==> config.mk <==
export PLATFORM = sky130hd
export DESIGN_NAME = irig_b_encoder
export DESIGN_NICKNAME = d
export VERILOG_FILES = /design/src/rtl/irig_b_encoder.sv
export SDC_FILE = /design/constraint.sdc
export NUM_CORES = 1
export LEC_CHECK = 0
export CAP_MARGIN = 20
export CORE_UTILIZATION = 43
export CTS_CLUSTER_DIAMETER = 200
export DETAILED_ROUTE_END_ITERATION = 16
export PLACE_DENSITY = 0.67
export SLEW_MARGIN = 25
export SYNTH_ARGS = -nofsm -noshare
export SYNTH_HDL_FRONTEND = slang
export SYNTH_SLANG_ARGS = --single-unit
==> constraint.sdc <==
create_clock -name clk -period 14.16 [get_ports clk]
set_input_delay 4.248 -clock clk [delete_from_list [all_inputs] [get_ports clk]]
set_output_delay 4.248 -clock clk [all_outputs]
set_load 0.005 [all_outputs]
==> src/rtl/irig_b_encoder.sv <==
// rtl/irig_b_encoder.sv - IRIG-B DC level-shift time code generator with settable time of day
module irig_b_encoder #(
    parameter int CLK_HZ = 1000000
) (
    input  logic       clk,
    input  logic       rst,
    input  logic       enable,
    input  logic       set_stb,
    input  logic [5:0] set_sec,
    input  logic [5:0] set_min,
    input  logic [4:0] set_hour,
    input  logic [8:0] set_day,
    input  logic [6:0] set_year,
    output logic       set_err,
    output logic       irig_out,
    output logic       pps,
    output logic [5:0] cur_sec,
    output logic [5:0] cur_min,
    output logic [4:0] cur_hour,
    output logic [8:0] cur_day,
    output logic [6:0] cur_year
);

    localparam int MS_CYC  = CLK_HZ / 1000;
    localparam int BIT_CYC = 10 * MS_CYC;
    localparam int CW      = $clog2(BIT_CYC);

    localparam logic [CW-1:0] CYC_LAST = CW'(BIT_CYC - 1);
    localparam logic [CW-1:0] W_MARK   = CW'(8 * MS_CYC);
    localparam logic [CW-1:0] W_ONE    = CW'(5 * MS_CYC);
    localparam logic [CW-1:0] W_ZERO   = CW'(2 * MS_CYC);

    function automatic logic [3:0] bcd_u(input logic [8:0] v);
        return 4'(v % 9'd10);
    endfunction

    function automatic logic [3:0] bcd_t(input logic [8:0] v);
        return 4'((v / 9'd10) % 9'd10);
    endfunction

    function automatic logic [3:0] bcd_h(input logic [8:0] v);
        return 4'(v / 9'd100);
    endfunction

    function automatic logic is_marker(input logic [6:0] b);
        return (b == 7'd0) || ((b % 7'd10) == 7'd9);
    endfunction

    logic [CW-1:0] cyc_cnt, cyc_nxt;
    logic [6:0]    bit_idx, bit_nxt;
    logic          run_q;
    logic          pending;
    logic          boundary;
    logic          set_ok;
    logic [8:0]    cur_last, set_last;
    logic [CW-1:0] w_nxt;
    logic [99:0]   frame;

    logic [5:0] sh_sec, sh_min;
    logic [4:0] sh_hour;
    logic [8:0] sh_day;
    logic [6:0] sh_year;

    logic [5:0] inc_sec, inc_min;
    logic [4:0] inc_hour;
    logic [8:0] inc_day;
    logic [6:0] inc_year;

    assign cur_last = (cur_year[1:0] == 2'b00) ? 9'd366 : 9'd365;
    assign set_last = (set_year[1:0] == 2'b00) ? 9'd366 : 9'd365;

    assign set_ok = (set_sec <= 6'd59) && (set_min <= 6'd59) && (set_hour <= 5'd23) &&
                    (set_day >= 9'd1) && (set_day <= set_last) && (set_year <= 7'd99);

    assign boundary = enable && run_q && (bit_idx == 7'd99) && (cyc_cnt == CYC_LAST);

    // Counters sit at zero until the first enabled edge, which itself presents bit 0.
    always_comb begin
        cyc_nxt = '0;
        bit_nxt = '0;
        if (enable && run_q) begin
            if (cyc_cnt == CYC_LAST) begin
                cyc_nxt = '0;
                bit_nxt = (bit_idx == 7'd99) ? 7'd0 : bit_idx + 7'd1;
            end else begin
                cyc_nxt = cyc_cnt + CW'(1);
                bit_nxt = bit_idx;
            end
        end
    end

    // Time only changes when bit 0 (a marker) starts, so the frame can be built from cur_*.
    always_comb begin
        frame        = '0;
        frame[4:1]   = bcd_u({3'b000, cur_sec});
        frame[9:6]   = bcd_t({3'b000, cur_sec});
        frame[13:10] = bcd_u({3'b000, cur_min});
        frame[18:15] = bcd_t({3'b000, cur_min});
        frame[23:20] = bcd_u({4'b0000, cur_hour});
        frame[28:25] = bcd_t({4'b0000, cur_hour});
        frame[33:30] = bcd_u(cur_day);
        frame[38:35] = bcd_t(cur_day);
        frame[43:40] = bcd_h(cur_day);
        frame[53:50] = bcd_u({2'b00, cur_year});
        frame[58:55] = bcd_t({2'b00, cur_year});
    end

    always_comb begin
        w_nxt = W_ZERO;
        if (is_marker(bit_nxt))
            w_nxt = W_MARK;
        else if (frame[bit_nxt])
            w_nxt = W_ONE;
    end

    always_comb begin
        inc_sec  = cur_sec;
        inc_min  = cur_min;
        inc_hour = cur_hour;
        inc_day  = cur_day;
        inc_year = cur_year;
        if (cur_sec != 6'd59) begin
            inc_sec = cur_sec + 6'd1;
        end else begin
            inc_sec = '0;
            if (cur_min != 6'd59) begin
                inc_min = cur_min + 6'd1;
            end else begin
                inc_min = '0;
                if (cur_hour != 5'd23) begin
                    inc_hour = cur_hour + 5'd1;
                end else begin
                    inc_hour = '0;
                    if (cur_day != cur_last) begin
                        inc_day = cur_day + 9'd1;
                    end else begin
                        inc_day  = 9'd1;
                        inc_year = (cur_year == 7'd99) ? 7'd0 : cur_year + 7'd1;
                    end
                end
            end
        end
    end

    always_ff @(posedge clk or posedge rst) begin
        if (rst) begin
            cyc_cnt  <= '0;
            bit_idx  <= '0;
            run_q    <= 1'b0;
            irig_out <= 1'b0;
            pps      <= 1'b0;
            set_err  <= 1'b0;
            pending  <= 1'b0;
            sh_sec   <= '0;
            sh_min   <= '0;
            sh_hour  <= '0;
            sh_day   <= 9'd1;
            sh_year  <= '0;
            cur_sec  <= '0;
            cur_min  <= '0;
            cur_hour <= '0;
            cur_day  <= 9'd1;
            cur_year <= '0;
        end else begin
            run_q    <= enable;
            cyc_cnt  <= cyc_nxt;
            bit_idx  <= bit_nxt;
            irig_out <= enable && (cyc_nxt < w_nxt);
            pps      <= enable && (bit_nxt == 7'd0) && (cyc_nxt == '0);
            set_err  <= set_stb && !set_ok;
            if (boundary) begin
                pending <= 1'b0;
                if (set_stb && set_ok) begin
                    cur_sec  <= set_sec;
                    cur_min  <= set_min;
                    cur_hour <= set_hour;
                    cur_day  <= set_day;
                    cur_year <= set_year;
                end else if (pending) begin
                    cur_sec  <= sh_sec;
                    cur_min  <= sh_min;
                    cur_hour <= sh_hour;
                    cur_day  <= sh_day;
                    cur_year <= sh_year;
                end else begin
                    cur_sec  <= inc_sec;
                    cur_min  <= inc_min;
                    cur_hour <= inc_hour;
                    cur_day  <= inc_day;
                    cur_year <= inc_year;
                end
            end else if (set_stb && set_ok) begin
                pending <= 1'b1;
                sh_sec  <= set_sec;
                sh_min  <= set_min;
                sh_hour <= set_hour;
                sh_day  <= set_day;
                sh_year <= set_year;
            end
        end
    end

endmodule

==> results of run 1 <==
cell usage in the layout (no fill, tap or decap), drive strengths merged, types with 15 or more instances in the layout:
master / n
mux2i: 15
xnor2: 34
nand2b: 19
a22oi: 15
a21oi: 68
nand2: 103
nand3: 30
clkdlybuf4s50: 72
o211ai: 16
and3: 16
inv: 52
xor2: 15
dfrtp: 90
ha: 51
nor2: 89
nor3: 20
mux2: 40
o21ai: 93
how the worst max path moves through the flow:
stage                                       from                 end  slack (ns)
after floorplan                           enable  irig_out$_DFF_PP0_        6.63
after global placement                    enable  irig_out$_DFF_PP0_        5.43
after detailed placement                  enable  irig_out$_DFF_PP0_        5.23
after CTS                                 enable  irig_out$_DFF_PP0_        5.66
after global routing      cur_day[6]$_DFFE_PP0P_  irig_out$_DFF_PP0_        5.17
final                                     enable  irig_out$_DFF_PP0_        5.63
final cells by class:
cell class | instances | share of cell area (%)
multi-input cells | 839 | 59.4
flip-flops and latches | 92 | 23.9
repair buffers | 79 | 8.03
well taps | 265 | 3.45
clock buffers | 9 | 2.34
inverters | 51 | 2.03
clock inverters | 7 | 0.832
sequential cells by signal, summed over array words and instances (netlist names), 5 cells and up:
signal	flops
cyc_cnt	14
cur_day	9
sh_day	9
bit_idx	7
cur_year	7
sh_year	7
cur_min	6
cur_sec	6
sh_min	6
sh_sec	6
cur_hour	5
sh_hour	5
per-layer routing:
layer / track usage, % / vias up / share of wire [%]
li1: - / 3897 / -
met1: 30.7 / 3785 / 47
met2: 37.8 / 176 / 48
met3: 3.20 / 11 / 3.6
met4: 4.98 / 0 / 0.93
met5: 0 / - / 0
logic make-up after synthesis:
kind of cell    Yosys count
simple gates            355
compound gates          326
buf+inv                 121
flops                    92
mux                      55
fa+ha+maj                53
xor+xnor                 50
power by group through the flow:
stage | Combinational, W | Sequential [W] | Clock, W
floorplan | 0.0000608 | 0.000298 | 0
global placement | 0.0000854 | 0.000301 | 0
global route | 0.0000980 | 0.000299 | 0.000267
finish | 0.0000861 | 0.000296 | 0.000253
detailed placement | 0.0000870 | 0.000301 | 0
CTS | 0.0000872 | 0.000296 | 0.000260
metrics by stage:
stage / utilization [%] / setup slack [ns] / hold WS [ns] / std cells / cell area [sq um]
after global placement: 48.0 / 5.43 / 0.459 / 1326 / 9310
after CTS: 49.6 / 5.66 / 0.472 / 1342 / 9620
after floorplan: - / 6.63 / 0.438 / 1052 / 8500
final: 49.6 / 5.63 / 0.473 / 1342 / 9620
after global routing: 49.6 / 5.17 / 0.505 / 1342 / 9620
after detailed placement: 48.0 / 5.23 / 0.463 / 1326 / 9320
critical path: cells and delay by family:
kind,cells,cell delay [ns]
AOI/OAI and AO/OA,6,1.15
adders and majority gates,1,0.29
buffers and inverters,3,1.27
and+or+nand+nor,9,1.81
==> metrics.md, run 1 <==
| Metric | Value |
|---|---|
| IO Count | 73 |
| Largest family of logic cells by synthesized area | compound AO/OA/AOI/OAI gates |
| Global route total overflow | 0 |
| Hold wc startpoint | cyc_cnt[0]$_DFF_PP0_ |
| Post-synthesis register bit count | 92 |
| Post-Synth Simple-Gate Area | 20.5% |
| Synth top area cells | dfrtp_1 27%, ha_1 7.5%, o21ai_0 5.3%, mux2_2 5.2%, nand2_1 4.6% |
| Cts repair resizes | 0 |
| Hold Path Class | flop to flop |
| Detailed-route via count | 7,869 |
| R2r setup slk | 5.83 ns |
| Root Buffer | clkbuf_16 |
| Layout area overhead | 13.3% |
| Sw Share | 27.8% |
| Worst Setup End Kind | flop |
| Nets | 1,160 |
| Leading area contributor after synthesis | dfrtp_1 |
| Initial antenna violation count | 0 |
| Clock buffer depth | 2 |
| Critical Path AT | 8.78 ns |
| Top-count cell post-synth | nand2_1 |
| CTS Buf Count | 9 |
| Least-Margin Pin Slew | 0.948 ns |
| Fin Setup TNS | 0 ns |
| CP Cell Sequence | clkdlybuf4s50_1 > and2_1 > nand2_1 > inv_1 > nor4_1 > o21ai_0 > nand3_1 > a221oi_1 > a31oi_1 > a32o_1 > and2_1 > o31ai_2 > inv_1 > ha_1 > nand4_1 > or4_1 > nor2_1 > nand4b_1 > o211a_1 |
| Int Pwr | 0.000459 W |
| Number of global-route vias before repair | 7,279 |
| Drt first pass iters | 5 |
| GRT Overall Usage | 22.6% |
| Die footprint | 20,300 sq um |
| Routability cong. | 0.834 |
| RSZ-0062 raised after global routing | no |
| ANT nets after route | 0 |
| Seq/Total Area, Yosys | 27.1% |
| WHS Endpoint | cyc_cnt[0]$_DFF_PP0_ |
| Max Slew Vio Count | 0 |
| # rows | 51 |
| Chip Width | 143 um |
| N_diodes | 0 |
| Hpwl dp | 15,600 um |
| Starting Density | 43.8% |
| Flop pwr share | 46.6% |
| Synth top area share | 26.5% |
| Status | complete, no violations |
| Fraction of layout cells with a size suffix above 1 | 9.94% |
| Syn Std Cell Area | 8500 sq um |
| Xor/xnor share of the synthesized area | 5.40% |
| Largest net degree at the start of global routing | 64 |
| Clk pwr share | 39.8% |
| Post-CTS Hold Buffers | 0 |
| WHS Path Cells | 1 |
| Die height | 143 um |
| Asr flop ratio synth | 100% |
| Fmax achieved | 0.117 GHz |
| Leakage power | 4.11 nW |
| Seq. cell area | 2300 sq um |
| Cells after Synth | 1,052 |
| Initial DRC Count | 445 |
| Avg WL per Cell | 16.3 um |
| Fillers | 1,907 |
| Distinct cells, synth | 100 |
| Crit start category | input port |
| Main synth FF type | dfrtp_1 |
| Reg2Reg Capture Point | irig_out$_DFF_PP0_ |
| Final WL | 21,900 um |
| Tcrit/Tclk final | 60.2% |
| Sw Pwr | 0.000177 W |
| Area taken by multi-input logic gates | 5710 sq um |
| DRC Markers | 0 |
| Post-synth top cells | 103 x nand2_1, 90 x dfrtp_1, 90 x o21ai_0, 89 x nor2_1, 65 x a21oi_1 |
| Worst-path clk slew | 0.07 ns |
| R2R depth | 32 |
| CTS tree | yes |
| Rel. slew slack | 36.0% |
| Power, Total | 0.000636 W |
| Fraction of synthesized area in multiplexers | 7.11% |
| Vias/cell | 5.86 |
| Htree depth | 3 |
| Post-Synth Adder-Cell Area | 7.76% |
| Yosys warns | 0 |
| CP max-delay cell | inv_1 |
| Clock skew | 0.0144 ns |
| PortBufs | 72 |
| Final Critical Period | 8.53 ns |
| Post-synth EDFFs | 0 |
| VDD IR max | 0.0534 mV |
| Data required, critical path | 14.41 ns |
| Combinational share of power | 13.5% |
| Pwr Density | 66.0 nW/um^2 |
| First-pass GRT wire length | 37,000 um |
| RR Startpoint | cur_day[6]$_DFFE_PP0P_ |
| Max-Cap Viols | 0 |
| Critical path class | input port to flop |
| Mapped Nets | 1,140 |
| CTS sink cnt | 92 |
| Endpoints failing setup | 0 |
| Avg Cell Area, Syn | 8.08 sq um |
| CP max stage delay | 0.62 ns |
| Post-CTS Setup Inserts | 0 |
| Post-synthesis compound-gate area fraction | 26.4% |
| Crit Path Max Fanout | 20 |
| Clk_lat worst skew | 0.36 ns |
| Core Region | 19,400 sq um |
| Fin. Hold Viols | 0 |
No activity file was read; power rests on OpenSTA's default activity.
==> run 2: changes to the inputs <==
PLACE_DENSITY = 0.7   (was 0.67)
clock period = 7.84 ns   (was 14.16 ns; I/O delays follow)
==> run 2 against run 1 <==
  * Via count grew 0.94%
  * Largest power group unchanged
  * Critical endpoint unchanged
  * Global-route usage grew 0.072 points
  * Clock skew shrank 0.0020 ns
  * Setup slack lost 5.1 ns
==> metrics.md, run 2 (synthesis results as in run 1) <==
| Metric | Value |
|---|---|
| Met2 usage | 36.9% (was 37.8%) |
| Pwr Density | 116 nW/um^2 (was 66.0 nW/um^2) |
| Starting Density | 43.8% (unchanged) |
| Worst-path clk slew | 0.07 ns (about the same) |
| Tcrit/Tclk final | 93.4% |
| Leakage power | 4.18 nW (was 4.11 nW) |
| Fillers | 1,871 (was 1,907) |
| Max Slew Vio Count | 0 (unchanged) |
| Vias/cell | 5.85 (was 5.86) |
| Clock buffer depth | 2 (unchanged) |
| Worst Setup End Kind | flop (unchanged) |
| RSZ-0062 raised after global routing | no (unchanged) |
| Top cell family by delay on the critical path | simple AND/OR/NAND/NOR gates (unchanged) |
| Met1 usage | 31.3% (was 30.7%) |
| Initial antenna violation count | 0 (unchanged) |
| Least-Margin Pin Slew | 1.01 ns (was 0.948 ns) |
| Final WL | 21,900 um (about the same) |
| Initial DRC Count | 548 (was 445) |
| Drt first pass iters | 5 (unchanged) |
| Hpwl dp | 15,900 um (was 15,600 um) |
| DP Area | 9410 sq um (was 9320 sq um) |
| Seq. cell area | 2310 sq um (was 2300 sq um) |
| Max-Cap Viols | 0 (unchanged) |
| Htree depth | 3 (unchanged) |
| Final core occ | 50.2% (was 49.6%) |
| Fmax achieved | 0.137 GHz |
| Most Frequent Cell on Critical Path | ha_1 |
| Chip Width | 143 um (unchanged) |
| Crit path buf inv count | 3 (unchanged) |
| PortBufs | 72 (unchanged) |
| First-pass GRT wire length | 37,300 um (was 37,000 um) |
| Largest register FFs | 14 (unchanged) |
| Most frequent cells in the layout | 102 x nand2_1, 89 x nor2_1, 88 x o21ai_0 (was 102 x nand2_1, 90 x o21ai_0, 90 x dfrtp_1) |
| Biggest register | cyc_cnt (unchanged) |
| Avg WL per Cell | 16.2 um (was 16.3 um) |
| Status | complete, no violations (unchanged) |
| CTS Buf Count | 9 (unchanged) |
| Endpoints failing setup | 0 (unchanged) |
| CTS tree | yes (unchanged) |
| DRC Markers | 0 (unchanged) |
| Final Critical Period | 7.32 ns |
| CP max-delay cell | dfrtp_2 (was inv_1) |
| GRT Overall Usage | 22.7% (was 22.6%) |
| Fraction of layout cells with a size suffix above 1 | 11.5% (was 9.94%) |
| Layout area overhead | 14.6% (was 13.3%) |
| VDD IR max | 0.147 mV (was 0.0534 mV) |
| Power, Total | 0.00113 W (was 0.000636 W) |
| Setup slack at placement | 0.381 ns (was 5.23 ns) |
| Area taken by multi-input logic gates | 5710 sq um (about the same) |
| Clk_lat worst skew | 0.36 ns (about the same) |
| Critical path class | flop to flop (was input port to flop) |
| IO Count | 73 (unchanged) |
| Detailed-route via count | 7,943 (was 7,869) |
| # rows | 51 (unchanged) |
| Setup ws final | 0.521 ns (was 5.63 ns) |
| Fin Setup TNS | 0 ns (unchanged) |
| Root Buffer | clkbuf_16 (unchanged) |
| Post-route cell area | 9740 sq um (was 9620 sq um) |
| Crit start category | flop (was input port) |
| CP max stage delay | 0.48 ns (was 0.62 ns) |
| Largest net degree at the start of global routing | 48 (was 64) |
| CTS sink cnt | 92 (unchanged) |
| Most common cell after layout, fill and taps aside | nand2_1 (unchanged) |
| Number of global-route vias before repair | 7,404 (was 7,279) |
| ANT nets after route | 0 (unchanged) |
| Critical Path AT | 7.57 ns (was 8.78 ns) |
| Data required, critical path | 8.09 ns (was 14.41 ns) |
| N_diodes | 0 (unchanged) |
| Clock skew | 0.0123 ns (was 0.0144 ns) |
| Routability cong. | 0.930 (was 0.834) |
| Registers with the most flip-flops | cyc_cnt: 14 flops, cur_day: 9 flops, sh_day: 9 flops (unchanged) |
| Nets | 1,175 (was 1,160) |
| Die height | 143 um (unchanged) |
| Global route total overflow | 0 (unchanged) |
| Die footprint | 20,300 sq um (unchanged) |
| Rel. slew slack | 31.8% (was 36.0%) |
| Core Region | 19,400 sq um (unchanged) |
| Crit Path Max Fanout | 11 (was 20) |
| Fin. Hold Viols | 0 (unchanged) |
| Hold Path Class | flop to flop (unchanged) |
| Most Used Layer, Global Route | met2 (unchanged) |
| GR Util met3 | 2.79% (was 3.20%) |
[run 2: path summary, 6_finish.rpt]
check / from / end / slack, ns / cells after the start
max: cur_day[6]$_DFFE_PP0P_ / irig_out$_DFF_PP0_ / 0.52 / 33
min in group asynchronous: rst / cur_year[5]$_DFFE_PP0P_ / 2.42 / 2
min reg2reg: cyc_cnt[0]$_DFF_PP0_ / cyc_cnt[0]$_DFF_PP0_ / 0.47 / 1
max reg2reg: cur_day[6]$_DFFE_PP0P_ / irig_out$_DFF_PP0_ / 0.52 / 33
min: cyc_cnt[0]$_DFF_PP0_ / cyc_cnt[0]$_DFF_PP0_ / 0.47 / 1
max in group asynchronous: rst / cur_day[5]$_DFFE_PP0P_ / 4.29 / 3
[run 2: stage by stage]
| step | hold slack, ns | cells |
|---|---|---|
| floorplan | 0.438 | 1052 |
| global placement | 0.462 | 1339 |
| detailed placement | 0.467 | 1339 |
| CTS | 0.477 | 1355 |
| global route | 0.499 | 1357 |
| finish | 0.468 | 1357 |
[run 2: worst reg2reg max path: cells and delay by family, from the launching register on]
| kind | cells | cell delay [ns] |
|---|---|---|
| simple gates | 12 | 2.45 |
| compound gates | 12 | 2.41 |
| fa+ha+maj | 5 | 1.31 |
| flops | 1 | 0.48 |
| buf+inv | 3 | 0.35 |
| xor+xnor | 1 | 0.23 |
[run 2: repair_timing]
action                     4_1_cts  5_1_grt
buffers inserted                 0        2
setup endpoints to repair        0        1
hold endpoints to repair         0        0
gates resized for setup          0        8
hold buffers                     0        0
[run 2: final cells by class]
type,count,share of cell area (%)
Multi-Input combinational cell,839,58.7
Timing Repair Buffer,94,9.14
Clock buffer,9,2.31
Inverter,51,2.04
Clock inverter,7,0.733
Tap cell,265,3.41
Sequential cell,92,23.7
[run 2: power breakdown]
part / internal [W] / switching (W) / total, W
combinational: 0.0000854 / 0.0000703 / 0.000156
sequential: 0.000516 / 0.0000198 / 0.000536
clock: 0.000224 / 0.000214 / 0.000438
total: 0.000825 / 0.000304 / 0.00113
[run 2: routing by layer]
layer  vias to the layer above  share of wire (%)
met4                         0                1.2
li1                       3929                  -
met5                         -                  0
met3                        27                4.5
met1                      3780                 48
met2                       207                 47
